[src/rtl/lap_memory_ctrl.sv]
// Lap-time store controller: circular buffer of saved times with a display pointer.
// Optional `LAP_DELTA_EN adds disp_delta (selected entry minus next older entry).
module lap_memory_ctrl #(
    parameter int unsigned DEPTH  = 8,
    parameter int unsigned TIME_W = 16
) (
    input  logic                       clk,
    input  logic                       nrst,
    input  logic                       clear,
    input  logic                       wr_req,
    input  logic [TIME_W-1:0]          wr_time,
    input  logic                       rd_restart,
    input  logic                       rd_req,
    output logic [TIME_W-1:0]          disp_time,
    output logic [$clog2(DEPTH)-1:0]   disp_idx,
    output logic                       disp_valid,
    output logic [$clog2(DEPTH):0]     count,
    output logic                       full,
    output logic                       busy,
    output logic                       req_drop
`ifdef LAP_DELTA_EN
    ,
    output logic [TIME_W-1:0]          disp_delta
`endif
);

    localparam int unsigned AW = $clog2(DEPTH);
    localparam int unsigned CW = AW + 1;

    typedef enum logic [1:0] {IDLE, WRITE, READ, CLEAR} state_t;

    state_t             state;
    logic [TIME_W-1:0]  mem [DEPTH];
    logic [AW-1:0]      wr_ptr;
    logic [AW-1:0]      rd_off;
    logic [AW-1:0]      clr_idx;
    logic [CW-1:0]      cnt;
    logic [TIME_W-1:0]  wr_data;
    logic               rd_step;
    logic [AW-1:0]      sel;
    logic               at_oldest;

    // Offset 0 is the newest entry, i.e. the slot just behind wr_ptr.
    assign sel        = wr_ptr - AW'(1) - rd_off;
    assign at_oldest  = ((CW'(rd_off) + CW'(1)) == cnt);

    assign count      = cnt;
    assign full       = (cnt == CW'(DEPTH));
    assign disp_valid = (cnt != '0);
    assign disp_idx   = rd_off;
    assign busy       = (state != IDLE);
    assign disp_time  = disp_valid ? mem[sel] : '0;

`ifdef LAP_DELTA_EN
    always_comb begin
        disp_delta = '0;
        if (disp_valid) begin
            if (at_oldest) disp_delta = mem[sel];
            else           disp_delta = mem[sel] - mem[sel - AW'(1)];
        end
    end
`endif

    always_ff @(posedge clk or negedge nrst) begin
        if (!nrst) begin
            state    <= IDLE;
            wr_ptr   <= '0;
            rd_off   <= '0;
            clr_idx  <= '0;
            cnt      <= '0;
            wr_data  <= '0;
            rd_step  <= 1'b0;
            req_drop <= 1'b0;
            for (int unsigned i = 0; i < DEPTH; i++) mem[i] <= '0;
        end else begin
            req_drop <= 1'b0;
            if (clear) begin
                // Clear wins everywhere; an in-flight write/read never commits.
                state    <= CLEAR;
                cnt      <= '0;
                wr_ptr   <= '0;
                rd_off   <= '0;
                clr_idx  <= '0;
                req_drop <= wr_req | rd_restart | rd_req;
            end else begin
                case (state)
                    IDLE: begin
                        if (wr_req) begin
                            state    <= WRITE;
                            wr_data  <= wr_time;
                            req_drop <= rd_restart | rd_req;
                        end else if (rd_restart) begin
                            state    <= READ;
                            rd_step  <= 1'b0;
                            req_drop <= rd_req;
                        end else if (rd_req) begin
                            state    <= READ;
                            rd_step  <= 1'b1;
                        end
                    end
                    WRITE: begin
                        mem[wr_ptr] <= wr_data;
                        wr_ptr      <= wr_ptr + AW'(1);
                        if (cnt != CW'(DEPTH)) cnt <= cnt + CW'(1);
                        rd_off      <= '0;
                        state       <= IDLE;
                        req_drop    <= wr_req | rd_restart | rd_req;
                    end
                    READ: begin
                        // rd_off < cnt always holds, so wrap is a compare, not a modulo.
                        if (!rd_step || cnt == '0 || at_oldest) rd_off <= '0;
                        else                                    rd_off <= rd_off + AW'(1);
                        state    <= IDLE;
                        req_drop <= wr_req | rd_restart | rd_req;
                    end
                    CLEAR: begin
                        mem[clr_idx] <= '0;
                        if (clr_idx == AW'(DEPTH - 1)) state <= IDLE;
                        else                           clr_idx <= clr_idx + AW'(1);
                        req_drop <= wr_req | rd_restart | rd_req;
                    end
                    default: state <= IDLE;
                endcase
            end
        end
    end

endmodule

[config.mk]
export PLATFORM = sky130hd
export DESIGN_NAME = lap_memory_ctrl
export DESIGN_NICKNAME = d
export VERILOG_FILES = /design/src/rtl/lap_memory_ctrl.sv
export SDC_FILE = /design/constraint.sdc
export NUM_CORES = 1
export LEC_CHECK = 0
export CAP_MARGIN = 15
export CORE_MARGIN = 2
export CORE_UTILIZATION = 60
export DETAILED_ROUTE_END_ITERATION = 10
export DONT_BUFFER_PORTS = 1
export PLACE_DENSITY = 0.72
export SYNTH_ARGS = -nofsm -noshare
export SYNTH_HDL_FRONTEND = slang
export SYNTH_SLANG_ARGS = --single-unit
[constraint.sdc]
create_clock -name clk -period 4.33 [get_ports clk]
set_input_delay 0.866 -clock clk [delete_from_list [all_inputs] [get_ports clk]]
set_output_delay 0.866 -clock clk [all_outputs]
set_load 0.005 [all_outputs]
# --- Word-level counts from Yosys, hierarchy flattened ---
# Index checks and enable logic that the tools add are counted.
totals:
  inputBits: 22
  word_cells: 104
  output_inout_bits: 27
  register_bits: 161
op_classes:
  magnitude_cmp: 5
  n_bitwise: 10
  mux: 33
  addsub: 7
  n_eq_ne: 10
  reduce_logical: 23
op_table:
  columns: ["operator", "n"]
  rows:
  - ["$pmux 128 s2", 1]
  - ["$and 128x128->128", 1]
  - ["$bwmux 128", 1]
  - ["$not 128->128", 1]
  - ["$demux 16 s3", 2]
  - ["$mux 16", 5]
  - ["$bmux 16 s3", 1]
  - ["$mux 3", 7]
  - ["$ge 4x4->1 const B", 3]
  - ["$mux 4", 3]
  - ["$not 3->4", 3]
  - ["$reduce_bool 2->1", 6]
  - ["$mux 2", 5]
  - ["$add 3x1->3 const B", 3]
  - ["$lt 4x1->1 const B", 2]
  - ["$reduce_and 2->1", 4]
  - ["$pmux 2 s3", 1]
  - ["$pmux 3 s2", 1]
  - ["$mux 1", 5]
  - ["$ne 5x5->1 const B", 1]
  - ["$add 3x1->4 const B", 1]
  - ["$add 4x1->4 const B", 1]
  - ["$eq 2x2->1 const B", 2]
  - ["$eq 4x4->1", 1]
  - ["other kinds (22)", 27]

# --- Logic depth before layout (Yosys ltp) ---
# Gate-level depths: netlist of run 1.
logic_depth:
  depth_word: 8
  mapped_depth: 8
  ltp_nobuf: 7

# --- Worst setup path before layout of run 1 ---
# OpenSTA, ideal clock, no wires.
synth_timing:
  path_type: "reg-to-output"
  start: "reg rd_off[0], in the netlist disp_idx[0]"
  end: "out disp_time[10]"
  t_required_ns: 3.464
  stages_incl_launch_ff: 9
  slack_ns: 1.123
  arrival_time_ns: 2.341
  path_cell_list: "dfrtp_1 > inv_1 > ha_1 > fa_1 > xor2_1 > xnor2_1 > buf_4 > mux2i_1 > nor2_1"
synth_between:
  elab_chain_cells: 6
synth_lines:
  columns: ["element", "line_no", "text"]
  rows:
  - ["start, declared", "35", "logic [AW-1:0] rd_off;"]
  - ["start signal, assigned", "112", "else rd_off <= rd_off + AW'(1);"]
  - ["$sub 3x3->3", "44", "assign sel = wr_ptr - AW'(1) - rd_off;"]
  - ["$not 3->4 (implied by the code)", "52", "assign disp_time = disp_valid ? mem[sel] : '0;"]
  - ["$bmux 16 s3", "52", null]
  - ["$mux 16 (implied by the code) (2 in a row)", "52", null]
  - ["$mux 16", "52", null]
  - ["end, declared", "14", "output logic [TIME_W-1:0] disp_time,"]
# No other way between the ends. The select of a mux whose other input is x is not followed.

# --- Final worst setup path of run 1 ---
layout_timing:
  start: "reg rd_off[0], in the netlist disp_idx[0]"
  end: "out disp_time[6]"
# Same word-level chain as after synthesis.

==> summary.txt, run 1 <==
Worst setup path
  • Worst Setup Start Kind: flip-flop
  • Max Fanout on Critical Path: 10
  • CP Capture Type: primary output
  • Worst Path Arrival: 2.99 ns
  • Required time worst endpoint: 3.46 ns
  • Kind of critical path: flip-flop to primary output

Floorplan
  • Rows: 40
  • Initial core utilization: 60.9%
  • Die Y: 114 microns
  • Boundary Pins: 49
  • Die ar.: 13,000 sq um
  • Die width: 114 microns
  • Core area: 11,900 sq um

Final layout
  • Register Area: 4030 sq um
  • NumNets Final: 543
  • Antenna diode instance count: 0
  • Share of layout cells above drive strength 1: 20.6%
  • Fin util: 66.2%
  • Final Instance Area: 7880 sq um
  • Most common cell after layout, fill and taps aside: dfrtp_1
  • Most frequent cells in the layout: 161 x dfrtp_1, 128 x a22o_1, 32 x mux4_2
  • Fillers: 891
  • Synthesis-to-layout area growth: 8.72%
  • Multi-input logic area: 2980 sq um

Clocking
  • Clk slew on worst S/H paths: 0.06 ns
  • Post-CTS setup buffer count: 0
  • Post-CTS sizing: 0
  • CTS Hold Bufs: 0
  • CTS tree: done
  • Clock tree sinks: 161
  • Num CTS Buffers: 17
  • CTS max path bufs: 2
  • Clock Latency Late Sink: 0.43 ns
  • CTS H-tree depth: 4
  • Clk Tree Root Cell: clkbuf_16

Drt
  • DRT antenna net count: 0
  • Router iterations before antenna repair: 5
  • Via density: 6.93
  • Drt wl/cell: 25.0 microns
  • DR iter-0 viols: 516
  • Drt drc: 0
  • Via count: 4,659
  • WL final: 16,800 microns

Place
  • Hpwl dp: 10,300 microns
  • Final GP Congestion: 0.781
  • # port buffers: 0
  • Placed instance area: 7340 sq um
  • Pre-CTS setup slack: 0.928 ns

Synth
  • Synth warn: 0
  • Post-synth top area share: 55.6%
  • Commonest register cell after synthesis: dfrtp_1
  • FF+latch count, synth: 161
  • Syn Inst Count: 529
  • Post-synth net total: 559
  • Post-synth EDFFs: 0
  • Synth unique cells: 44
  • Cell area after synthesis: 7250 sq um
  • Synth top area cells: dfrtp_1 56%, a22o_1 15%, mux4_2 9.9%
  • Cell taking the most area after synthesis: dfrtp_1
  • Async SR Flop Fraction: 100%
  • Seq/Total Area, Yosys: 55.6%
  • Syn_area_per_cell: 13.7 sq um

Power and ir drop
  • Total power: 3.65 mW
  • PwrDens: 463 nW/um^2
  • Peak supply drop: 0.346 mV
  • LEAKAGE: 3.72 nW

Timing
  • Final period util: 89.1%
  • Final Skew: 0.00796 ns
  • Slew @ Worst Pin: 1.02 ns
  • Final Slew Violations: 0
  • Setup Viol. Count Final: 0
  • Hold Violations, Final: 0
  • Unrepaired setup endpoints after global routing: no
  • Max_slew headroom: 31.9%
  • Slack of the critical path: 0.473 ns
  • Final TNS setup: 0 ns
  • Achievable clock frequency: 259 MHz
  • Minimum clock period after layout: 3.86 ns

Global routing
  • First-pass GRT wire length: 27,500 microns
  • Grt ovf: 0
  • Antenna violations before repair: 0
  • Pin count of the biggest net entering global routing: 162
  • Vias in the first global route: 4,919
  • Global Route Usage Sum: 28.5%

Outcome
  • Status: complete, no violations

Hold path
  • Worst hold path class: input port to asynchronous set/reset pin

Flow run
  • MaxCap Viol Count: 0
-- cells by family after synthesis --
kind of cell	after synthesis	synth area share, %
AOI/OAI and AO/OA	153	17.7
adders and majority gates	8	1.48
muxes	65	14.8
xor gates and xnor gates	11	1.33
and+or+nand+nor	73	5.49
buffers and inverters	58	3.61
DFF	161	55.6
-- synth_stat cells, drive strengths merged (2+ instances only) --
library cell  number
mux2              16
buf               37
a31oi              3
nand3b             2
a22o             128
xnor2              6
a21oi             13
xor2               5
dfrtp            161
nor3b              2
nand2             14
o21ai              5
nor2              34
nand3              2
inv                8
mux2i             17
clkbuf            13
mux4              32
ha                 7
nand2b             2
nor2b              4
nor3               5
-- cell type report --
class	count	share of cell area, %
Sequential cell	161	51.1
Multi-Input combinational cell	310	37.8
Clock buffer	25	6.41
Tap cell	147	2.33
Timing Repair Buffer	15	1.59
Clock inverter	6	0.381
Inverter	8	0.381
-- path summary, 6_finish.rpt --
check,from,end,slack (ns),cells past startpoint
max,disp_idx[0],disp_time[6],0.47,8
min reg2reg,mem[37],mem[37],0.50,1
max in group asynchronous,nrst,disp_idx[2],3.86,0
max reg2reg,state[1],mem[29],1.72,5
min in group clk,mem[37],mem[37],0.50,1
min,nrst,mem[9],0.14,0
-- power breakdown --
part	total [mW]	leakage (nW)	switching, mW	internal (mW)
Combinational	0.559	1.23	0.320	0.238
Sequential	1.73	2.22	0.143	1.59
Clock	1.36	0.272	0.558	0.799
Total	3.65	3.72	1.02	2.63
-- stage by stage --
stage	std cells	hold WS, ns
floorplan	529	0.461
global placement	641	0.477
detailed placement	641	0.477
CTS	672	0.120
global route	672	0.115
finish	672	0.138
-- registers in the layout, indices dropped and copies added, names as in the netlist --
name      count
wr_ptr        3
req_drop      1
count         4
clr_idx       3
rd_step       1
disp_idx      3
wr_data      16
mem         128
state         2
-- worst max-delay path: stages, from the launching register on --
cell and delay (ns):
dfrtp_1 0.45, inv_1 0.09, ha_2 0.19, fa_1 0.37, xor2_1 0.19, xnor2_2 0.60, buf_4 0.34, mux2i_1 0.25
nor2_1 0.08
-- routing by layer --
layer  routed length [microns]  vias to the layer above  global-route usage (%)
met4                       385                        0                    10.0
met1                      7220                     2455                    40.0
met2                      7980                      200                    43.3
met5                         0                        -                       0
met3                      1210                       31                    8.24
li1                          -                     1973                       -
Power figures use the tool's default switching activity.
==> run 2: changes to the inputs <==
Settings changed: CTS_BUF_LIST set to sky130_fd_sc_hd__clkbuf_4.
==> summary.txt, run 2 (synthesis results as in run 1) <==
Worst setup path
  • Kind of critical path: flip-flop to primary output
  • Crit Reg-Reg Startpoint: state[1]
  • CP Capture Type: primary output
  • Crit path launch: disp_idx[0]
  • Required time worst endpoint: 3.46 ns
  • Max Fanout on Critical Path: 10
  • Worst Path Arrival: 3.14 ns
  • Worst Setup Start Kind: flip-flop

Final layout
  • Multi-input logic area: 2980 sq um
  • Top reg by flops: mem
  • Most common cell after layout, fill and taps aside: dfrtp_1
  • Register Area: 4030 sq um
  • Synthesis-to-layout area growth: 4.07%
  • Share of layout cells above drive strength 1: 20.2%
  • Most frequent cells in the layout: 161 x dfrtp_1, 128 x a22o_1, 32 x mux4_2
  • Final Instance Area: 7540 sq um
  • Max reg flops: 128
  • Fillers: 936
  • Antenna diode instance count: 0
  • NumNets Final: 543

Floorplan
  • Die Y: 114 microns
  • Rows: 40
  • Initial core utilization: 60.9%
  • Boundary Pins: 49
  • Die ar.: 13,000 sq um
  • Die width: 114 microns
  • Core area: 11,900 sq um

Flow run
  • MaxCap Viol Count: 0

Timing
  • Final period util: 92.4%
  • Minimum clock period after layout: 4.00 ns
  • Slew @ Worst Pin: 1.08 ns
  • Final TNS setup: 0 ns
  • Max_slew headroom: 27.8%
  • Setup Viol. Count Final: 0
  • Unrepaired setup endpoints after global routing: no
  • Hold Violations, Final: 16
  • Final Slew Violations: 0
  • Hold_ws: -0.00895 ns
  • Final Skew: 0.0121 ns
  • Achievable clock frequency: 250 MHz

Power and ir drop
  • PwrDens: 397 nW/um^2
  • Combinational share of power: 18.8%
  • Clk pwr share: 23.5%
  • Cell Int Power: 2.05 mW
  • Sequential Power Share: 57.8%
  • LEAKAGE: 3.57 nW
  • Peak supply drop: 0.281 mV
  • Net Sw Power: 942 uW
  • Sw frac: 31.5%

Drt
  • Drt drc: 0
  • Via count: 4,672
  • DRT antenna net count: 0
  • WL final: 16,700 microns
  • Via density: 6.95
  • Drt wl/cell: 24.8 microns
  • DR iter-0 viols: 419
  • Router iterations before antenna repair: 4

Clocking
  • CTS H-tree depth: 4
  • Clock tree sinks: 161
  • CTS tree: done
  • Post-CTS sizing: 0
  • Clock Latency Late Sink: 0.55 ns
  • Post-CTS setup buffer count: 0
  • Clk slew on worst S/H paths: 0.12 ns
  • CTS max path bufs: 2
  • Num CTS Buffers: 17
  • Clk Tree Root Cell: clkbuf_4

Outcome
  • Status: finished with violations
  • Failing checks: hold timing

Global routing
  • Antenna violations before repair: 0
  • Global Route Usage Sum: 28.1%
  • Vias in the first global route: 4,899
  • Pin count of the biggest net entering global routing: 162
  • First-pass GRT wire length: 27,200 microns
  • Grt ovf: 0

Place
  • Hpwl dp: 10,300 microns
  • # port buffers: 0
  • Placed instance area: 7340 sq um
  • Final GP Congestion: 0.781

Hold path
  • Worst hold path class: input port to asynchronous set/reset pin
-- run 2: cell types whose count changed in the layout (fill, tap and decap cells not counted) --
cell	delta
clkbuf_16	-17
clkinv_1	+5
clkbuf_8	-5
clkbuf_4	+20
clkbuf_1	-3
-- run 2: critical path, stage by stage (launching register included) --
cell     delay, ns
dfrtp_1       0.47
inv_1         0.09
ha_2          0.19
fa_1          0.37
xor2_1        0.20
xnor2_2       0.60
buf_4         0.34
mux2i_1       0.25
nor2_1        0.08
-- run 2: worst paths after layout --
| check | endpoint | slack (ns) | depth (start not counted) |
|---|---|---|---|
| min in group clk | count[1] | 0.35 | 1 |
| max in group asynchronous | disp_idx[1] | 4.07 | 0 |
| hold reg to reg | mem[28] | 0.51 | 1 |
| setup / recovery | disp_time[6] | 0.33 | 8 |
| setup reg to reg | mem[29] | 1.70 | 5 |
| hold / removal | mem[70] | -0.009 | 0 |
-- run 2: cell type report --
cell class                 instances  area share, %
timing repair buffer              15           1.66
multi-input combinational        310           39.5
clock inverter                    11          0.647
sequential                       161           53.4
tap                              147           2.44
inverter                           8          0.398
clock buffer                      20           1.99
-- run 2: power by group through the flow --
stage                     clock, mW  sequential (mW)  combinational (mW)
after CTS                     0.719             1.73               0.563
after global routing          0.789             1.75               0.603
after global placement            0             1.75               0.547
after floorplan                   0             1.66               0.502
final                         0.703             1.73               0.562
after detailed placement          0             1.76               0.561
-- run 2: metrics by stage --
| stage | utilization (%) | instances | power [mW] | setup slack, ns |
|---|---|---|---|---|
| after floorplan | - | 529 | 2.16 | 1.12 |
| after global placement | 61.7 | 641 | 2.30 | 1.01 |
| after detailed placement | 61.7 | 641 | 2.32 | 0.928 |
| after CTS | 63.3 | 672 | 3.01 | 0.301 |
| after global routing | 63.3 | 672 | 3.14 | 0.130 |
| final | 63.3 | 672 | 2.99 | 0.328 |
-- run 2: layer usage --
metal / track usage (%) / share of wire [%] / vias to the layer above
li1: - / - / 1975
met1: 39.2 / 43 / 2479
met2: 43.6 / 48 / 194
met3: 7.92 / 6.7 / 24
met4: 8.86 / 1.7 / 0
met5: 0 / 0 / -
